### config.mk
export PLATFORM = sky130hd
export DESIGN_NAME = conv_read_addr_gen_flat
export DESIGN_NICKNAME = d
export VERILOG_FILES = /design/src/rtl/conv_read_addr_gen_pkg.sv /design/src/rtl/conv_read_addr_gen_if.sv /design/src/rtl/conv_read_addr_gen_wrap_counter.sv /design/src/rtl/conv_read_addr_gen.sv /design/src/flat_wrapper.sv
export SDC_FILE = /design/constraint.sdc
export NUM_CORES = 1
export LEC_CHECK = 0
export CAP_MARGIN = 20
export CORE_MARGIN = 4
export CORE_UTILIZATION = 59
export CTS_CLUSTER_DIAMETER = 40
export DETAILED_ROUTE_END_ITERATION = 6
export PLACE_DENSITY = 0.8
export SLEW_MARGIN = 40
export SYNTH_ARGS = -nofsm -noshare
export SYNTH_HDL_FRONTEND = slang
export SYNTH_SLANG_ARGS = --single-unit
### constraint.sdc
create_clock -name clk -period 8.8 [get_ports clk]
set_clock_uncertainty 0.1 [all_clocks]
set_input_delay 1.76 -clock clk [delete_from_list [all_inputs] [get_ports clk]]
set_output_delay 1.76 -clock clk [all_outputs]
set_load 0.03 [all_outputs]
### src/rtl/conv_read_addr_gen_pkg.sv
// Shared encodings and sizing helpers for the CNN register-file address generators.
package conv_addr_pkg;

  typedef enum logic {
    MODE_SEQ = 1'b0,
    MODE_WIN = 1'b1
  } mode_e;

  typedef enum logic [1:0] {
    ST_IDLE = 2'd0,
    ST_RUN  = 2'd1,
    ST_DONE = 2'd2
  } state_e;

  // Number of window positions along one axis.
  function automatic int out_dim(input int img, input int k, input int stride);
    return (img - k) / stride + 1;
  endfunction

  // Width of a counter that counts 0..max-1 (at least one bit).
  function automatic int cnt_w(input int max);
    return (max > 1) ? $clog2(max) : 1;
  endfunction

endpackage

### src/rtl/conv_read_addr_gen_if.sv
// Control and read-port bundle between layer controller, address generator and register file.
interface conv_read_addr_gen_if #(
  parameter int ADDR_W = 4
);
  logic              start;
  logic              mode;
  logic [ADDR_W-1:0] base_addr;
  logic              rd_ready;
  logic              rd_valid;
  logic [ADDR_W-1:0] rd_addr;
  logic              win_last;
  logic              busy;
  logic              done;

  // Driver side: controller plus register-file ready.
  modport master (
    output start, mode, base_addr, rd_ready,
    input  rd_valid, rd_addr, win_last, busy, done
  );

  // Address generator side.
  modport slave (
    input  start, mode, base_addr, rd_ready,
    output rd_valid, rd_addr, win_last, busy, done
  );
endinterface

### src/rtl/conv_read_addr_gen_wrap_counter.sv
// Modulo-MAX counter used as one stage of the window index chain.
module wrap_counter
  import conv_addr_pkg::*;
#(
  parameter int MAX = 2
) (
  input  logic                   clk,
  input  logic                   rst_n,
  input  logic                   en,
  input  logic                   clr,
  output logic [cnt_w(MAX)-1:0]  count,
  output logic                   last
);
  localparam int W = cnt_w(MAX);

  logic [W-1:0] count_q;

  assign count = count_q;
  assign last  = (count_q == W'(MAX - 1));

  // Advance on enable and wrap after MAX-1; clear takes priority.
  always_ff @(posedge clk or negedge rst_n) begin
    if (!rst_n) begin
      count_q <= '0;
    end else if (clr) begin
      count_q <= '0;
    end else if (en) begin
      count_q <= last ? '0 : count_q + W'(1);
    end
  end
endmodule

### src/rtl/conv_read_addr_gen.sv
// Read-address generator: sequential sweep or KxK sliding-window taps, valid/ready output.
module conv_read_addr_gen
  import conv_addr_pkg::*;
#(
  parameter int ADDR_W = 4,
  parameter int DEPTH  = 15,
  parameter int IMG_W  = 5,
  parameter int IMG_H  = 3,
  parameter int K      = 3,
  parameter int STRIDE = 1
) (
  input logic                 clk,
  input logic                 rst_n,
  conv_read_addr_gen_if.slave bus
);
  localparam int OUT_W = out_dim(IMG_W, K, STRIDE);
  localparam int OUT_H = out_dim(IMG_H, K, STRIDE);
  localparam int SUM_W = ADDR_W + $clog2(IMG_W * IMG_H) + 1;
  localparam int KC_W  = cnt_w(DEPTH);
  localparam int KR_W  = cnt_w(K);
  localparam int OC_W  = cnt_w(OUT_W);
  localparam int OR_W  = cnt_w(OUT_H);

  if (IMG_W * IMG_H > DEPTH) begin : g_chk_area
    $error("feature map does not fit in DEPTH entries");
  end
  if (K > IMG_W || K > IMG_H) begin : g_chk_kernel
    $error("kernel larger than feature map");
  end
  if (STRIDE < 1) begin : g_chk_stride
    $error("STRIDE must be at least 1");
  end
  if (DEPTH > 2 ** ADDR_W) begin : g_chk_depth
    $error("DEPTH exceeds ADDR_W address space");
  end

  state_e            state_q;
  mode_e             mode_q;
  logic [ADDR_W-1:0] base_q, rd_addr_q, addr_d;
  logic              rd_valid_q, win_last_q, busy_q, done_q, win_last_d;

  // Counters hold the index of the tap currently presented on rd_addr.
  logic [KC_W-1:0]  kc_q, nxt_kc;
  logic [KR_W-1:0]  kr_q, nxt_kr;
  logic [OC_W-1:0]  oc_q, nxt_oc;
  logic [OR_W-1:0]  or_q, nxt_or;
  logic             kc_last, kr_last, oc_last, or_last;
  logic             win, adv, clr_all, kc_wl, kr_en, oc_en, or_en, final_hs;
  logic [SUM_W-1:0] sum;

  assign win      = (mode_q == MODE_WIN);
  assign adv      = rd_valid_q && bus.rd_ready;
  assign clr_all  = (state_q == ST_IDLE) && bus.start;
  assign kc_wl    = (kc_q == KC_W'(K - 1));
  assign kr_en    = adv && win && kc_wl;
  assign oc_en    = kr_en && kr_last;
  assign or_en    = oc_en && oc_last;
  assign final_hs = win ? (kc_wl && kr_last && oc_last && or_last) : kc_last;

  // kc doubles as the SEQ index, so it is sized for DEPTH and cut short at K in WIN mode.
  wrap_counter #(.MAX(DEPTH)) u_kc (
    .clk(clk), .rst_n(rst_n), .en(adv), .clr(clr_all || kr_en),
    .count(kc_q), .last(kc_last)
  );
  wrap_counter #(.MAX(K)) u_kr (
    .clk(clk), .rst_n(rst_n), .en(kr_en), .clr(clr_all),
    .count(kr_q), .last(kr_last)
  );
  wrap_counter #(.MAX(OUT_W)) u_oc (
    .clk(clk), .rst_n(rst_n), .en(oc_en), .clr(clr_all),
    .count(oc_q), .last(oc_last)
  );
  wrap_counter #(.MAX(OUT_H)) u_or (
    .clk(clk), .rst_n(rst_n), .en(or_en), .clr(clr_all),
    .count(or_q), .last(or_last)
  );

  // Address of the tap that follows the current one, so it can be registered on handshake.
  always_comb begin
    nxt_kc = (win && kc_wl) ? '0 : kc_q + KC_W'(1);
    nxt_kr = kc_wl ? (kr_last ? '0 : kr_q + KR_W'(1)) : kr_q;
    nxt_oc = (kc_wl && kr_last) ? (oc_last ? '0 : oc_q + OC_W'(1)) : oc_q;
    nxt_or = (kc_wl && kr_last && oc_last) ? or_q + OR_W'(1) : or_q;
    if (win) begin
      sum = SUM_W'(base_q)
          + (SUM_W'(nxt_or) * SUM_W'(STRIDE) + SUM_W'(nxt_kr)) * SUM_W'(IMG_W)
          + SUM_W'(nxt_oc) * SUM_W'(STRIDE) + SUM_W'(nxt_kc);
    end else begin
      sum = SUM_W'(base_q) + SUM_W'(nxt_kc);
    end
    addr_d     = ADDR_W'(sum % SUM_W'(DEPTH));
    win_last_d = win && (nxt_kc == KC_W'(K - 1)) && (nxt_kr == KR_W'(K - 1));
  end

  // Control FSM with registered outputs; the first address is the base itself.
  always_ff @(posedge clk or negedge rst_n) begin
    if (!rst_n) begin
      state_q    <= ST_IDLE;
      mode_q     <= MODE_SEQ;
      base_q     <= '0;
      rd_valid_q <= 1'b0;
      rd_addr_q  <= '0;
      win_last_q <= 1'b0;
      busy_q     <= 1'b0;
      done_q     <= 1'b0;
    end else begin
      done_q <= 1'b0;
      unique case (state_q)
        ST_IDLE: begin
          if (bus.start) begin
            state_q    <= ST_RUN;
            mode_q     <= mode_e'(bus.mode);
            base_q     <= bus.base_addr;
            rd_valid_q <= 1'b1;
            rd_addr_q  <= bus.base_addr;
            win_last_q <= bus.mode && (K == 1);
            busy_q     <= 1'b1;
          end
        end
        ST_RUN: begin
          if (adv) begin
            if (final_hs) begin
              state_q    <= ST_DONE;
              rd_valid_q <= 1'b0;
              rd_addr_q  <= '0;
              win_last_q <= 1'b0;
              done_q     <= 1'b1;
            end else begin
              rd_addr_q  <= addr_d;
              win_last_q <= win_last_d;
            end
          end
        end
        ST_DONE: begin
          state_q <= ST_IDLE;
          busy_q  <= 1'b0;
        end
        default: state_q <= ST_IDLE;
      endcase
    end
  end

  assign bus.rd_valid = rd_valid_q;
  assign bus.rd_addr  = rd_addr_q;
  assign bus.win_last = win_last_q;
  assign bus.busy     = busy_q;
  assign bus.done     = done_q;
endmodule
### src/flat_wrapper.sv
// flat-port wrapper written by rule: the top's interface ports become plain ports
module conv_read_addr_gen_flat import conv_addr_pkg::*;
#(
  parameter int ADDR_W = 4,
  parameter int DEPTH  = 15,
  parameter int IMG_W  = 5,
  parameter int IMG_H  = 3,
  parameter int K      = 3,
  parameter int STRIDE = 1
)
  (clk, rst_n, bus_start, bus_mode, bus_base_addr, bus_rd_ready, bus_rd_valid, bus_rd_addr, bus_win_last, bus_busy, bus_done);
  conv_read_addr_gen_if #(.ADDR_W(ADDR_W)) bus_i ();
  input logic clk;
  input logic rst_n;
  input wire logic [$bits(bus_i.start)-1:0] bus_start;
  input wire logic [$bits(bus_i.mode)-1:0] bus_mode;
  input wire logic [$bits(bus_i.base_addr)-1:0] bus_base_addr;
  input wire logic [$bits(bus_i.rd_ready)-1:0] bus_rd_ready;
  output wire logic [$bits(bus_i.rd_valid)-1:0] bus_rd_valid;
  output wire logic [$bits(bus_i.rd_addr)-1:0] bus_rd_addr;
  output wire logic [$bits(bus_i.win_last)-1:0] bus_win_last;
  output wire logic [$bits(bus_i.busy)-1:0] bus_busy;
  output wire logic [$bits(bus_i.done)-1:0] bus_done;
  assign bus_i.start = bus_start;
  assign bus_i.mode = bus_mode;
  assign bus_i.base_addr = bus_base_addr;
  assign bus_i.rd_ready = bus_rd_ready;
  assign bus_rd_valid = bus_i.rd_valid;
  assign bus_rd_addr = bus_i.rd_addr;
  assign bus_win_last = bus_i.win_last;
  assign bus_busy = bus_i.busy;
  assign bus_done = bus_i.done;
  conv_read_addr_gen #(.ADDR_W(ADDR_W), .DEPTH(DEPTH), .IMG_W(IMG_W), .IMG_H(IMG_H), .K(K), .STRIDE(STRIDE)) u_core (.clk(clk), .rst_n(rst_n), .bus(bus_i));
endmodule
==> results.toml, run 1 <==
[outcome]
status = "finished clean"

[critical_path]
reg2reg_slack_ns = 1.85
worst-endpoint-arrival_ns = 6.99
crit_type = "flip-flop to flip-flop"
endpoint_kind = "flip-flop"
critPathMostFrequentCell = "ha_1"
critPathMaxStageDelay_ns = 0.52
rr_endpoint = "u_core.bus.rd_addr[2]$_DFFE_PN0P_"
cp.required_ns = 8.84
cp-startpoint = "u_core.u_kc.count[0]$_DFFE_PN0P_"
critPathSlowestCell = "fa_1"
path_max_fanout = 8
r2r-start = "u_core.u_kc.count[0]$_DFFE_PN0P_"
cp-endpoint = "u_core.bus.rd_addr[2]$_DFFE_PN0P_"
worstRegToRegCells = 28
startpoint_type = "flip-flop"

[yosys]
synth_cell_types = 61
synth_area_leader_cell = "dfrtp_1"
synth_edf_count = 0
ys_seq_area_share_pct = 24.8
syn_avg_cell_area_um2 = 9.08
syn_inst = 256
yosys_warnings = 0
yosysTopAreaCellShare_pct = 24.8
synth_nets = 293
synth_area_mm2 = 0.00232
ys.flop_type = "dfrtp_1"
asyncSetResetFlopFracSynth_pct = 100
synthTopCellsByArea = "dfrtp_1 25%, ha_1 11%, fa_1 6.9%"
synthTopCellsByCount = "23 x dfrtp_1, 23 x nand2_1, 22 x inv_1, 20 x ha_1, 20 x nor2_1"
ys_ff_latch = 23

[cts]
cts_resized = 0
clk_latency_ns = 0.27
clk_path_buf_depth = 2
cts.sinks = 23
post-cts-setup-buffer-count = 0
cts_max_level = 1
cts_tree = "done"
cts_buffers = 3
clk_pin_slew_ns = 0.09
hold_buffers = 0
cts_root_buf = "clkbuf_8"

[drt]
drt_iter0_markers = 86
routed_via_density = 6.00
ant_nets = 0
drtPass1Iterations = 4
drc = 0
vias = 1914
drt-total-wl_um = 4950
drt-wirelength-per-cell_um = 15.5

[floorplanning]
dieArea_mm2 = 0.00501
rows = 22
dieHeight_um = 70.8
pin_count = 17
initial_core_util_pct = 62.1
core_area_mm2 = 0.00374
die_x_um = 70.8

[final_layout]
area_delta_synth_final_pct = 10.2
fillCellCount = 307
fin_nets = 309
num_antenna_cells = 0
final_cell_area_mm2 = 0.00256
final_layout_size_suffix_gt1_share_pct = 12.5

[hold_path]
hp-class = "flip-flop to flip-flop"
min-delay-start = "u_core.bus.win_last$_DFFE_PN0P_"

[sta]
rsz0062_at_grt = "no"
hold_ws_ns = 0.419
fmax_ghz = 0.144
fin_crit_sh_pct = 79.0
max-slew-margin-rel_pct = 63.1
hold_viol = 0
tightest_slew_ns = 0.554
finalSetupViolCount = 0
slew_violations = 0
min_period_ns = 6.95
tns_ns = 0

[global_routing]
met2_usage_pct = 35.6
grt_max_degree = 24
grt_overflow_total = 0
grtUsageTotal_pct = 21.3
use_met1_pct = 28.9
grt_first_pass_wirelength_um = 8780
busiest_layer = "met2"
first_global_vias = 1903
grt_use_met3_pct = 3.55
antenna_found_initial = 0

[placement]
dp_hpwl_um = 3980
io_buffers = 16
placed_area_mm2 = 0.00251
finalWeightedCongestion = 0.888

[flow_run]
maxCapViolations = 0
-- per-stage QoR --
step / utilization, % / std cells / worst slack [ns]
after floorplan: - / 256 / 2.60
after global placement: 67.2 / 315 / 2.19
after detailed placement: 67.1 / 315 / 1.89
after CTS: 68.4 / 319 / 1.86
after global routing: 68.4 / 319 / 1.32
final: 68.4 / 319 / 1.85
-- flip-flops by register name, summed over array words and instances, names as in the netlist --
name / cells
u_core.bus.done: 1
u_core.base_q: 4
u_core.mode_q: 1
u_core.state_q: 2
u_core.u_kc.count: 4
u_core.u_kr.count: 2
u_core.bus.busy: 1
u_core.bus.rd_valid: 1
u_core.u_oc.count: 2
u_core.bus.win_last: 1
u_core.bus.rd_addr: 4
-- layout make-up --
type	instances	area [µm²]	area share, %
Inverter	23	86.3	3.37
Sequential cell	23	576	22.5
Tap cell	48	60.1	2.34
Clock buffer	3	41.3	1.61
Multi-Input combinational cell	204	1630	63.6
Clock inverter	1	7.51	0.293
Timing Repair Buffer	17	163	6.35
-- routing by layer --
layer	wire, µm	vias up
met2	2430	34
li1	-	948
met5	0	-
met1	2340	926
met4	59	0
met3	125	6
-- critical path, delay by kind of cell (launching register included) --
kind | cells | cell delay, ns
compound gates | 9 | 1.64
fa+ha+maj | 9 | 2.73
buf+inv | 4 | 0.23
flops | 1 | 0.45
simple gates | 6 | 1.68
-- kinds of logic after synthesis --
kind of cell	share of synthesized area, %
buf+inv	5.38
mux	7.05
compound gates	23.3
flops	24.8
simple gates	19.3
fa+ha+maj	17.7
xor+xnor	2.59
-- layout by cell type (no fill, tap or decap), types with 2 or more instances in the layout --
cell / instances
nand2_1: 23
dfrtp_1: 23
inv_1: 22
nor2_1: 20
ha_1: 20
a21oi_1: 17
clkdlybuf4s50_1: 15
o21ai_0: 13
fa_1: 8
mux2_2: 7
mux2i_1: 7
nor3_1: 6
nand3_1: 6
nor3b_1: 5
a21o_1: 5
nor2b_1: 5
a22oi_1: 5
nand4_1: 3
xor2_1: 3
o21a_1: 3
nand2b_1: 3
clkbuf_8: 3
and2_1: 2
xnor2_1: 2
a211oi_1: 2
o211ai_1: 2
o21ai_2: 2
or3_1: 2
a211o_1: 2
o21ai_1: 2
-- how the worst min path moves through the flow --
| stage | end | slack (ns) | cells after the start |
|---|---|---|---|
| floorplan | u_core.bus.busy$_DFFE_PN0P_ | 0.36 | 1 |
| global placement | u_core.bus.busy$_DFFE_PN0P_ | 0.40 | 1 |
| detailed placement | u_core.bus.win_last$_DFFE_PN0P_ | 0.41 | 1 |
| CTS | u_core.bus.busy$_DFFE_PN0P_ | 0.42 | 1 |
| global route | u_core.bus.win_last$_DFFE_PN0P_ | 0.46 | 1 |
| finish | u_core.bus.win_last$_DFFE_PN0P_ | 0.42 | 1 |
Power of run 1 is left out: the tool's default activity adds up to more than one toggle a clock period on the data nets, which glitch-free logic cannot reach.
==> run 2: changes to the inputs <==
--- a/config.mk
+++ b/config.mk
@@ -7,10 +7,10 @@
 export LEC_CHECK = 0
 export CAP_MARGIN = 20
 export CORE_MARGIN = 4
-export CORE_UTILIZATION = 59
+export CORE_UTILIZATION = 54
 export CTS_CLUSTER_DIAMETER = 40
 export DETAILED_ROUTE_END_ITERATION = 6
-export PLACE_DENSITY = 0.8
+export PLACE_DENSITY = 0.77
 export SLEW_MARGIN = 40
 export SYNTH_ARGS = -nofsm -noshare
 export SYNTH_HDL_FRONTEND = slang
==> constraint.sdc (replaced) <==
create_clock -name clk -period 5.6 [get_ports clk]
set_clock_uncertainty 0.1 [all_clocks]
set_input_delay 1.12 -clock clk [delete_from_list [all_inputs] [get_ports clk]]
set_output_delay 1.12 -clock clk [all_outputs]
set_load 0.03 [all_outputs]
==> run 2 against run 1 <==
- the flow now finishes with violations (setup timing)
- non-clock buffer count grew 48
- utilization up 9.2 points
- cell area grew 24%
- maximum frequency rose by 18%
- setup slack lost 2.1 ns
- register-to-register slack got worse by 2.1 ns
- final cell count up 16%
- critical path depth unchanged
- critical endpoint is now u_core.bus.rd_addr[0]$_DFFE_PN0P_
- largest cell class unchanged
==> results.toml, run 2 (synthesized netlist as in run 1, its figures left out) <==
[cts]
cts.sinks = 23
cts_buffers = 3
clk_pin_slew_ns = 0.09
cts_root_buf = "clkbuf_8"
cts_max_level = 1
cts_tree = "done"
clk_path_buf_depth = 2
clk_latency_ns = 0.27

[final_layout]
num_antenna_cells = 0
final_common_cell = "buf_4"
final_cells = 369
layout_common_cells = "45 x buf_4, 23 x dfrtp_1, 22 x nand2_1"
final_layout_size_suffix_gt1_share_pct = 35.4
area_delta_synth_final_pct = 36.5
fin_nets = 357

[critical_path]
cp.required_ns = 5.66
critPathMaxStageDelay_ns = 0.52
worst-endpoint-arrival_ns = 5.95
critPathSlowestCell = "fa_1"
path_max_fanout = 7
endpoint_kind = "flip-flop"
startpoint_type = "flip-flop"
crit_type = "flip-flop to flip-flop"
critPathMostFrequentCell = "ha_4"

[drt]
routed_via_density = 5.81
drc = 0
drt-total-wl_um = 6080
drtPass1Iterations = 4
drt-wirelength-per-cell_um = 16.5
vias = 2144
drt_iter0_markers = 158
ant_nets = 0

[sta]
finalSetupViolCount = 4
min_period_ns = 5.89
slew_violations = 0
fin_crit_sh_pct = 105
max-slew-margin-rel_pct = 66.0
tightest_slew_ns = 0.510
tns_ns = -0.752
timing.final.ws_setup_ns = -0.294
rsz0062_at_grt = "yes"
hold_viol = 0
fmax_ghz = 0.170

[global_routing]
grt_overflow_total = 0
grt_max_degree = 24
antenna_found_initial = 0
grtUsageTotal_pct = 21.2
grt_first_pass_wirelength_um = 9060
first_global_vias = 2034

[outcome]
status = "finished, violations left"
violations = "setup timing"

[floorplanning]
die_x_um = 73.6
initial_core_util_pct = 56.9
dieArea_mm2 = 0.00542
dieHeight_um = 73.6
pin_count = 17
core_area_mm2 = 0.00409
rows = 23

[placement]
place_ws_ns = -0.276
finalWeightedCongestion = 0.837
io_buffers = 16
dp_hpwl_um = 4330
placed_cells = 348

[hold_path]
hp-class = "flip-flop to flip-flop"

[flow_run]
maxCapViolations = 0
-- run 2: final timing paths --
| path | from | endpoint | slack (ns) | cells past startpoint |
|---|---|---|---|---|
| max | u_core.u_kc.count[0]$_DFFE_PN0P_ | u_core.bus.rd_addr[0]$_DFFE_PN0P_ | -0.29 | 28 |
| min | u_core.bus.win_last$_DFFE_PN0P_ | u_core.bus.win_last$_DFFE_PN0P_ | 0.42 | 1 |
| max reg2reg | u_core.u_kc.count[0]$_DFFE_PN0P_ | u_core.bus.rd_addr[0]$_DFFE_PN0P_ | -0.29 | 28 |
| min reg2reg | u_core.bus.win_last$_DFFE_PN0P_ | u_core.bus.win_last$_DFFE_PN0P_ | 0.42 | 1 |
| max in group asynchronous | rst_n | u_core.bus.rd_addr[0]$_DFFE_PN0P_ | 4.34 | 1 |
| min in group asynchronous | rst_n | u_core.u_oc.count[1]$_DFFE_PN0P_ | 0.71 | 1 |
-- run 2: layer usage --
metal / global-route usage (%) / wire [µm] / share of wire, % / vias up
met5: 0 / 0 / 0 / -
met4: 4.23 / 54 / 0.89 / 0
met3: 3.42 / 249 / 4.1 / 8
met2: 35.9 / 3100 / 51 / 67
met1: 28.6 / 2670 / 44 / 1029
li1: - / - / - / 1040
-- run 2: what timing repair did --
action | CTS | global route
setup buffers | 7 | 11
pin swaps | 13 | 16
resized for setup | 8 | 26
gates cloned | 0 | 0
hold buffers | 0 | 0
endpoints found under the setup margin | 4 | 4
-- run 2: final cells by class --
cell class,instances,area (µm²)
clock inverter,1,7.51
sequential,23,576
tap,50,62.6
fill,275,916
inverter,23,86.3
clock buffer,3,41.3
timing repair buffer,65,538
multi-input combinational,204,1860
-- run 2: through the flow --
stage / hold WS (ns) / instance area, µm² / utilization [%]
floorplan: 0.361 / 2400 / -
global placement: 0.400 / 2830 / 69.2
detailed placement: 0.397 / 2820 / 69.1
CTS: 0.416 / 2960 / 72.5
global route: 0.451 / 3170 / 77.6
finish: 0.422 / 3170 / 77.6
-- run 2: critical path, delay by kind of cell, from the launching register on --
kind	cells	cell delay, ns
and+or+nand+nor	6	1.13
adders and majority gates	9	2.28
AOI/OAI and AO/OA	6	0.90
xor gates and xnor gates	1	0.18
muxes	2	0.55
DFF	1	0.38
buffers and inverters	4	0.24
Power of run 2 is left out for the same reason.
